<file path="config.mk">
export PLATFORM = sky130hd
export DESIGN_NAME = riscv_core_rf_wb_arb
export DESIGN_NICKNAME = d
export VERILOG_FILES = /design/src/rtl/riscv_core_pkg.sv /design/src/rtl/riscv_core_wba_scoreboard.sv /design/src/rtl/riscv_core_rf_wb_arb.sv
export SDC_FILE = /design/constraint.sdc
export NUM_CORES = 1
export LEC_CHECK = 0
export CORE_ASPECT_RATIO = 0.6
export CORE_MARGIN = 8
export CORE_UTILIZATION = 39
export CTS_BUF_LIST = sky130_fd_sc_hd__clkbuf_4 sky130_fd_sc_hd__clkbuf_8 sky130_fd_sc_hd__clkbuf_16
export CTS_CLUSTER_SIZE = 12
export DETAILED_ROUTE_END_ITERATION = 10
export PLACE_DENSITY = 0.68
export SYNTH_ARGS = -nofsm -noshare
export SYNTH_HDL_FRONTEND = slang
export SYNTH_SLANG_ARGS = --single-unit
</file>
<file path="constraint.sdc">
create_clock -name i_wba_clk -period 4.2 [get_ports i_wba_clk]
set_clock_uncertainty 0.05 [all_clocks]
set_input_delay 1.26 -clock i_wba_clk [delete_from_list [all_inputs] [get_ports i_wba_clk]]
set_output_delay 1.26 -clock i_wba_clk [all_outputs]
set_load 0.1 [all_outputs]
</file>
<file path="src/rtl/riscv_core_pkg.sv">
// Shared types and constants for the RF write-back arbiter and its scoreboard.
package riscv_core_pkg;

    localparam int unsigned REG_ADDR_W = 5;
    localparam int unsigned XLEN       = 32;

    typedef enum logic {WBA_IDLE, WBA_HOLD} wba_state_e;

    function automatic logic rd_nz(input logic [REG_ADDR_W-1:0] rd);
        return rd != '0;
    endfunction

endpackage

</file>
<file path="src/rtl/riscv_core_wba_scoreboard.sv">
// Tracks registers with a divide in flight, the outstanding divide count and
// protocol errors; raises the decode stall on RAW/WAW hazards.
module riscv_core_wba_scoreboard
    import riscv_core_pkg::*;
#(
    parameter int unsigned MAX_OUT = 2
) (
    input  logic                  clk_i,
    input  logic                  rst_i,
    input  logic                  issue_i,
    input  logic [REG_ADDR_W-1:0] issue_rd_i,
    input  logic                  result_i,
    input  logic                  retire_i,
    input  logic [REG_ADDR_W-1:0] retire_rd_i,
    input  logic [REG_ADDR_W-1:0] rs1_i,
    input  logic [REG_ADDR_W-1:0] rs2_i,
    input  logic [REG_ADDR_W-1:0] id_rd_i,
    input  logic                  id_we_i,
    output logic                  full_o,
    output logic                  empty_o,
    output logic                  id_stall_o,
    output logic                  err_o
);
    localparam int unsigned NREG  = 2 ** REG_ADDR_W;
    localparam int unsigned CNT_W = $clog2(MAX_OUT + 1);

    logic [NREG-1:0]  pend_q, pend_d;
    logic [CNT_W-1:0] cnt_q, cnt_d;
    logic             err_q, err_d;
    logic             full, empty, issue_ok, dec_ok, hazard;

    assign full     = cnt_q == CNT_W'(MAX_OUT);
    assign empty    = cnt_q == '0;
    assign issue_ok = issue_i & ~full;
    assign dec_ok   = retire_i & ~empty;

    always_comb begin
        pend_d = pend_q;
        if (retire_i) begin
            pend_d[retire_rd_i] = 1'b0;
        end
        // A new issue to the register being retired this cycle must stay pending.
        if (issue_ok && rd_nz(issue_rd_i)) begin
            pend_d[issue_rd_i] = 1'b1;
        end
        pend_d[0] = 1'b0;

        cnt_d = cnt_q;
        case ({issue_ok, dec_ok})
            2'b10:   cnt_d = cnt_q + 1'b1;
            2'b01:   cnt_d = cnt_q - 1'b1;
            default: cnt_d = cnt_q;
        endcase

        err_d = err_q | (issue_i & full) | (result_i & empty);
    end

    always_ff @(posedge clk_i) begin
        if (rst_i) begin
            pend_q <= '0;
            cnt_q  <= '0;
            err_q  <= 1'b0;
        end else begin
            pend_q <= pend_d;
            cnt_q  <= cnt_d;
            err_q  <= err_d;
        end
    end

    assign hazard = (rd_nz(rs1_i) & pend_q[rs1_i])
                  | (rd_nz(rs2_i) & pend_q[rs2_i])
                  | (id_we_i & rd_nz(id_rd_i) & pend_q[id_rd_i]);

    assign id_stall_o = ~rst_i & hazard;
    assign full_o     = ~rst_i & full;
    assign empty_o    = empty;
    assign err_o      = err_q;

endmodule

</file>
<file path="src/rtl/riscv_core_rf_wb_arb.sv">
// Shares the single RF write port between pipeline WB and out-of-band divider
// results, with a one-entry hold buffer and a starvation bound.
module riscv_core_rf_wb_arb
    import riscv_core_pkg::*;
#(
    parameter int unsigned XLEN       = 32,
    parameter int unsigned MAX_OUT    = 2,
    parameter int unsigned STARVE_MAX = 4
) (
    input  logic                  i_wba_clk,
    input  logic                  i_wba_rst,
    input  logic                  i_wba_pl_we,
    input  logic [REG_ADDR_W-1:0] i_wba_pl_rd,
    input  logic [XLEN-1:0]       i_wba_pl_wd,
    output logic                  o_wba_wb_stall,
    input  logic                  i_wba_md_issue,
    input  logic [REG_ADDR_W-1:0] i_wba_md_issue_rd,
    output logic                  o_wba_md_full,
    input  logic                  i_wba_md_valid,
    input  logic [REG_ADDR_W-1:0] i_wba_md_rd,
    input  logic [XLEN-1:0]       i_wba_md_wd,
    output logic                  o_wba_md_ready,
    input  logic [REG_ADDR_W-1:0] i_wba_id_rs1,
    input  logic [REG_ADDR_W-1:0] i_wba_id_rs2,
    input  logic [REG_ADDR_W-1:0] i_wba_id_rd,
    input  logic                  i_wba_id_we,
    output logic                  o_wba_id_stall,
    output logic                  o_wba_rf_we3,
    output logic [REG_ADDR_W-1:0] o_wba_rf_a3,
    output logic [XLEN-1:0]       o_wba_rf_wd3,
    output logic                  o_wba_err
);
    localparam int unsigned ST_W = (STARVE_MAX < 1) ? 1 : $clog2(STARVE_MAX + 1);

    wba_state_e            state_q, state_d;
    logic [REG_ADDR_W-1:0] hold_rd_q, hold_rd_d;
    logic [XLEN-1:0]       hold_wd_q, hold_wd_d;
    logic [ST_W-1:0]       starve_q, starve_d;

    logic                  pl_req, sb_empty, retire;
    logic [REG_ADDR_W-1:0] retire_rd;

    assign pl_req = i_wba_pl_we & rd_nz(i_wba_pl_rd);

    always_comb begin
        state_d        = state_q;
        hold_rd_d      = hold_rd_q;
        hold_wd_d      = hold_wd_q;
        starve_d       = starve_q;
        o_wba_rf_we3   = pl_req;
        o_wba_rf_a3    = i_wba_pl_rd;
        o_wba_rf_wd3   = i_wba_pl_wd;
        o_wba_wb_stall = 1'b0;
        o_wba_md_ready = 1'b0;
        retire         = 1'b0;
        retire_rd      = i_wba_md_rd;

        case (state_q)
            WBA_IDLE: begin
                o_wba_md_ready = 1'b1;
                // Results with nothing outstanding are dropped; rd 0 retires without a write.
                if (i_wba_md_valid && !sb_empty) begin
                    if (!rd_nz(i_wba_md_rd)) begin
                        retire = 1'b1;
                    end else if (!pl_req) begin
                        o_wba_rf_we3 = 1'b1;
                        o_wba_rf_a3  = i_wba_md_rd;
                        o_wba_rf_wd3 = i_wba_md_wd;
                        retire       = 1'b1;
                    end else begin
                        hold_rd_d = i_wba_md_rd;
                        hold_wd_d = i_wba_md_wd;
                        starve_d  = '0;
                        state_d   = WBA_HOLD;
                    end
                end
            end
            WBA_HOLD: begin
                if (pl_req && (starve_q < ST_W'(STARVE_MAX))) begin
                    starve_d = starve_q + 1'b1;
                end else begin
                    o_wba_rf_we3   = 1'b1;
                    o_wba_rf_a3    = hold_rd_q;
                    o_wba_rf_wd3   = hold_wd_q;
                    o_wba_wb_stall = pl_req;
                    retire         = 1'b1;
                    retire_rd      = hold_rd_q;
                    state_d        = WBA_IDLE;
                end
            end
            default: state_d = WBA_IDLE;
        endcase

        if (i_wba_rst) begin
            o_wba_rf_we3   = 1'b0;
            o_wba_wb_stall = 1'b0;
            o_wba_md_ready = 1'b0;
            retire         = 1'b0;
        end
    end

    always_ff @(posedge i_wba_clk) begin
        if (i_wba_rst) begin
            state_q   <= WBA_IDLE;
            hold_rd_q <= '0;
            hold_wd_q <= '0;
            starve_q  <= '0;
        end else begin
            state_q   <= state_d;
            hold_rd_q <= hold_rd_d;
            hold_wd_q <= hold_wd_d;
            starve_q  <= starve_d;
        end
    end

    riscv_core_wba_scoreboard #(
        .MAX_OUT (MAX_OUT)
    ) u_sb (
        .clk_i       (i_wba_clk),
        .rst_i       (i_wba_rst),
        .issue_i     (i_wba_md_issue),
        .issue_rd_i  (i_wba_md_issue_rd),
        .result_i    (i_wba_md_valid & o_wba_md_ready),
        .retire_i    (retire),
        .retire_rd_i (retire_rd),
        .rs1_i       (i_wba_id_rs1),
        .rs2_i       (i_wba_id_rs2),
        .id_rd_i     (i_wba_id_rd),
        .id_we_i     (i_wba_id_we),
        .full_o      (o_wba_md_full),
        .empty_o     (sb_empty),
        .id_stall_o  (o_wba_id_stall),
        .err_o       (o_wba_err)
    );

endmodule

</file>
# [Word-level counts from Yosys, hierarchy flattened]
# Index checks and enable logic that the tools add are counted.
[op_classes] n_addsub=3 n_lt_le_gt_ge=8 eq_ne=7 n_mux=51 n_bitwise=23 reduce_logical=16
[ops] op="$mux W32" n=6
[ops] op="$pmux W32 S2" n=1
[ops] op="$and A32 B32 Y32" n=1
[ops] op="$not A32 Y32" n=1
[ops] op="$or A32 B32 Y32" n=1
[ops] op="$lt A5 B6 Y1 const B" n=5
[ops] op="$mux W5" n=6
[ops] op="$reduce_bool A5 Y1" n=6
[ops] op="$mux W1" n=23
[ops] op="$bmux W1 S5" n=3
[ops] op="$and A1 B1 Y1" n=12
[ops] op="$mux W3" n=4
[ops] op="$demux W1 S5" n=2
[ops] op="$ge A5 B1 Y1 const B" n=2
[ops] op="$pmux W5 S2" n=1
[ops] op="$reduce_and A4 Y1" n=2
[ops] op="$ne A2 B2 Y1 const B" n=3
[ops] op="$pmux W1 S2" n=3
[ops] op="$pmux W3 S2" n=1
[ops] op="$logic_and A1 B1 Y1" n=5
[ops] op="$eq A2 B2 Y1 const B" n=2
[ops] op="$not A1 Y1" n=4
[ops] op="$or A1 B1 Y1" n=4
[ops] op="$pmux W2 S2" n=1
[ops] op="other kinds (9)" n=9
[totals] register_bits=76 output_inout_bits=43 wordCells=116

# [Longest topological paths before layout]
[logic_depth] depth_word=14 ltp_mapped=11

# [Cells and area by module]
# A second synthesis with hierarchy kept.
[unflattened] hier_cells=648 hier_area_um2=5395.2
[by_module_without_submodules] mod="riscv_core_rf_wb_arb" n_inst=1 cells_each=391 area_each_um2=3103.0 seq_area_each_um2=820.8
[by_module_without_submodules] mod="riscv_core_wba_scoreboard" n_inst=1 cells_each=257 area_each_um2=2292.2 seq_area_each_um2=680.7

# [Least setup slack after synthesis]
# No wires, ideal clock.
[synth_path] kind="input port to output port" startpoint="input port i_wba_pl_rd[3]" endpoint="output port o_wba_rf_a3[0]" t_arrival_ns=4.660 setup_slack_ns=-1.770 stages=7 n_path_buf=2 path_cell_list="or4_4 o21ai_2 nand2b_1 buf_6 buf_2 mux2i_1 o21ai_0"
[synth_between] elab_chain_cells=6 elab_cells_between_ends=8
[synth_lines] element="start, declared" line="riscv_core_rf_wb_arb.sv:13" source="input logic [REG_ADDR_W-1:0] i_wba_pl_rd,"
[synth_lines] element="$reduce_bool A5 Y1 *" line="riscv_core_pkg.sv:10" source="return rd != '0;"
[synth_lines] element="$and A1 B1 Y1 *" line="riscv_core_rf_wb_arb.sv:43" source="assign pl_req = i_wba_pl_we & rd_nz(i_wba_pl_rd);"
[synth_lines] element="$mux W5" line="riscv_core_rf_wb_arb.sv:65" source="end else if (!pl_req) begin"
[synth_lines] element="$mux W5" line="riscv_core_rf_wb_arb.sv:63" source="if (!rd_nz(i_wba_md_rd)) begin"
[synth_lines] element="$mux W5" line="riscv_core_rf_wb_arb.sv:62" source="if (i_wba_md_valid && !sb_empty) begin"
[synth_lines] element="$pmux W5 S2 *" line="riscv_core_rf_wb_arb.sv:58" source="case (state_q)"
[synth_lines] element="end, declared" line="riscv_core_rf_wb_arb.sv:29" source="output logic [REG_ADDR_W-1:0] o_wba_rf_a3,"
# Every way passes the cells marked *; elsewhere a longest branch is shown, timed or not.

# [Worst setup path in the final report]
[layout_path] startpoint="input port i_wba_pl_rd[0]" endpoint="output port o_wba_rf_wd3[25]"
[layout_between] elab_chain_cells=6 elab_cells_between_ends=8
[layout_lines] element="$reduce_bool A5 Y1 *" line="riscv_core_pkg.sv:10"
[layout_lines] element="$and A1 B1 Y1 *" line="riscv_core_rf_wb_arb.sv:43"
[layout_lines] element="$mux W32" line="riscv_core_rf_wb_arb.sv:65"
[layout_lines] element="$mux W32" line="riscv_core_rf_wb_arb.sv:63"
[layout_lines] element="$mux W32" line="riscv_core_rf_wb_arb.sv:62"
[layout_lines] element="$pmux W32 S2 *" line="riscv_core_rf_wb_arb.sv:58"
[layout_lines] element="end, declared" line="riscv_core_rf_wb_arb.sv:30" source="output logic [XLEN-1:0] o_wba_rf_wd3,"
# Marks and branches as above.

==> results.json <==
{
  "status": "complete, but fails checks",
  "violations": "setup timing",
  "cts-buffers-inserted": 9,
  "path_class": "in -> out",
  "ff2ff_setup_slack_ns": 1.57,
  "rows": 32,
  "relSlewSlack_pct": 31.3,
  "final_util_pct": 67.5,
  "endpoint_kind": "primary output",
  "final_common_cell": "nand2_1",
  "hold_viol": 0,
  "cts_tree": "yes",
  "drive_above_1_share_pct": 34.6,
  "timing.final.ws_setup_ns": -0.177,
  "min_path_type": "reg -> reg",
  "synth_area_per_cell_um2": 7.90,
  "totalWireLength_um": 20200,
  "synth_edf_count": 0,
  "max-cap-violations": 0,
  "final_antenna_net_count": 0,
  "root_buffer": "clkbuf_16",
  "min_period_ns": 4.38,
  "vias": 5853,
  "cp.required_ns": 2.89,
  "finalSetupTns_ns": -5.08,
  "hpwl_um": 14500,
  "ys_seq_area_share_pct": 30.0,
  "antennaDiodeCount": 0,
  "top_level_ports": 143,
  "vdd_drop_max_v": 0.000193,
  "synth_warnings": 0,
  "worstSetupStartpointType": "input port",
  "drc": 0,
  "first_global_vias": 5958,
  "finalPower_mw": 2.71,
  "fp.dieW_um": 162,
  "yosys.cell_types.count": 49,
  "setup_viol": 37,
  "netlist_area_mm2": 0.00501,
  "viasPerCell": 6.00,
  "grt_max_degree": 63,
  "yosys-top-cells-area": "dfxtp_1, mux2i_1, nand2_1",
  "overflow": 0,
  "finalCritPeriodShare_pct": 104,
  "worstReg2RegStart": "u_sb.cnt_q[1]",
  "holdPathStages": 2,
  "grt_pass1_wl_um": 32200,
  "wire_per_inst_um": 20.7,
  "insertion_delay_ns": 0.33,
  "start_util_pct": 39.5,
  "syn-instance-count": 634,
  "synthFlopType": "dfxtp_1",
  "combPwrFrac_pct": 44.3,
  "drv_slew": 0,
  "crit_path_max_fanout": 9,
  "clkPwrFrac_pct": 27.2,
  "dieArea_mm2": 0.0168,
  "tightest_slew_ns": 1.03,
  "place_congestion": 0.960,
  "p_per_area_mw_per_mm2": 316,
  "core_mm2": 0.0127,
  "path_clk_slew_ns": 0.05,
  "cts.path.max_buffers": 2,
  "async_reset_ff_share_pct": 0,
  "rsz0062_at_grt": "yes",
  "fp.dieH_um": 104,
  "reg2reg_depth": 8,
  "p_int_mw": 1.67,
  "ys_ff_latch": 75,
  "min_from": "hold_wd_q[0]",
  "p_seq_share_pct": 28.5,
  "dr.pass1.iters": 5,
  "r2r-end": "hold_wd_q[8]",
  "synth.largest_area_cell": "dfxtp_1",
  "final_cell_mix": "nand2_1, a21oi_1, clkdlybuf4s50_1, dfxtp_1, buf_4",
  "htreeDepth": 3,
  "syn_nets": 736,
  "p_sw_share_pct": 38.2,
  "p_leak_nw": 3.03,
  "syn_to_final_growth_pct": 71.1,
  "fmax_mhz": 228,
  "track_usage_pct": 23.4,
  "antenna_found_initial": 0,
  "drtIter0Drc": 431,
  "min_delay_worst_endpoint": "hold_wd_q[0]",
  "synth_top_area_share_pct": 30.0,
  "power_switching_mw": 1.04,
  "clkSinkCount": 75,
  "crit_arrival_ns": 3.07,
  "port_buffers": 142,
  "final_nets": 903
}
-- final cells by class --
| class | instances | area, µm² |
|---|---|---|
| clock buffer | 14 | 275 |
| clock inverter | 2 | 10.0 |
| fill | 987 | 4120 |
| inverter | 17 | 63.8 |
| multi-input combinational | 490 | 4020 |
| sequential | 75 | 1510 |
| tap | 170 | 213 |
| timing repair buffer | 208 | 2480 |
-- worst max-delay path by stage --
stage	startpoint	end	slack, ns	cells after the start
floorplan	i_wba_pl_rd[3]	o_wba_rf_wd3[10]	-0.27	7
global placement	i_wba_pl_rd[3]	o_wba_rf_a3[4]	-0.52	7
detailed placement	i_wba_pl_rd[3]	o_wba_rf_a3[4]	-0.58	7
CTS	i_wba_pl_rd[0]	o_wba_rf_a3[2]	-0.22	7
global route	i_wba_pl_rd[0]	o_wba_rf_a3[4]	-0.24	7
finish	i_wba_pl_rd[0]	o_wba_rf_wd3[25]	-0.18	9
-- cells in the mapped netlist, types with 8 or more instances --
cell type / n
mux2i_1: 55
dfxtp_1: 75
o21ai_0: 45
a22oi_1: 38
nand2_1: 114
clkbuf_1: 29
nand3_1: 8
nor2_1: 22
o31ai_1: 23
inv_1: 17
mux4_2: 14
nor3_1: 10
a21oi_1: 80
buf_2: 19
-- per-layer routing --
metal	GRT usage (%)	routed length, µm	vias up
met5	0	0	-
met4	4.28	231	0
met3	7.71	2130	25
met2	34.9	8730	289
met1	32.4	9090	2852
li1	-	-	2687
-- through the flow --
| stage | cells | hold slack, ns | area [µm²] | setup WS, ns |
|---|---|---|---|---|
| finish | 976 | 0.416 | 8570 | -0.177 |
| global route | 976 | 0.431 | 8570 | -0.244 |
| CTS | 976 | 0.412 | 8520 | -0.221 |
| detailed placement | 943 | 0.400 | 7710 | -0.578 |
| global placement | 943 | 0.392 | 7710 | -0.523 |
| floorplan | 634 | 0.386 | 5490 | -0.273 |
-- timing repair --
| action | 4_1_cts | 5_1_grt |
|---|---|---|
| gates resized for setup | 121 | 21 |
| pin swaps | 38 | 13 |
| endpoints found under the setup margin | 39 | 38 |
| setup buffers | 14 | 1 |
| hold buffers | 0 | 0 |
| cloned | 3 | 0 |
| endpoints found under the hold margin | 0 | 0 |
-- registers in the layout (all words and copies together) (netlist names) --
name and flops:
u_sb.err_o 1, state_q 1, hold_wd_q 32, u_sb.pend_q 31, u_sb.cnt_q 2, starve_q 3, hold_rd_q 5
-- power groups by stage --
stage / registers (mW) / clock network [mW] / logic (mW)
2_1_floorplan: 0.777 / 0 / 0.684
3_3_place_gp: 0.782 / 0 / 1.10
3_5_place_dp: 0.784 / 0 / 1.11
4_1_cts: 0.771 / 0.746 / 1.19
5_1_grt: 0.776 / 0.782 / 1.25
6_report: 0.772 / 0.738 / 1.20
-- critical path, cell delays in order --
cell	delay [ns]
buf_6	0.09
or4_4	0.56
o21ai_4	0.19
nand2b_4	0.10
buf_12	0.15
buf_16	0.15
mux2i_2	0.17
o21ai_4	0.19
buf_12	0.19
-- kinds of logic (layout without fill, tap and decap cells) --
logic type	after synthesis	in the layout	synth area share (%)
AO/OA/AOI/OAI	223	223	28.2
AND/OR/NAND/NOR	192	192	17.1
adder cells (fa/ha/maj)	2	2	0.499
buffers and inverters	69	241	6.09
XOR/XNOR	2	2	0.350
multiplexers	71	71	17.7
flip-flops	75	75	30.0
Power figures use the tool's default switching activity.
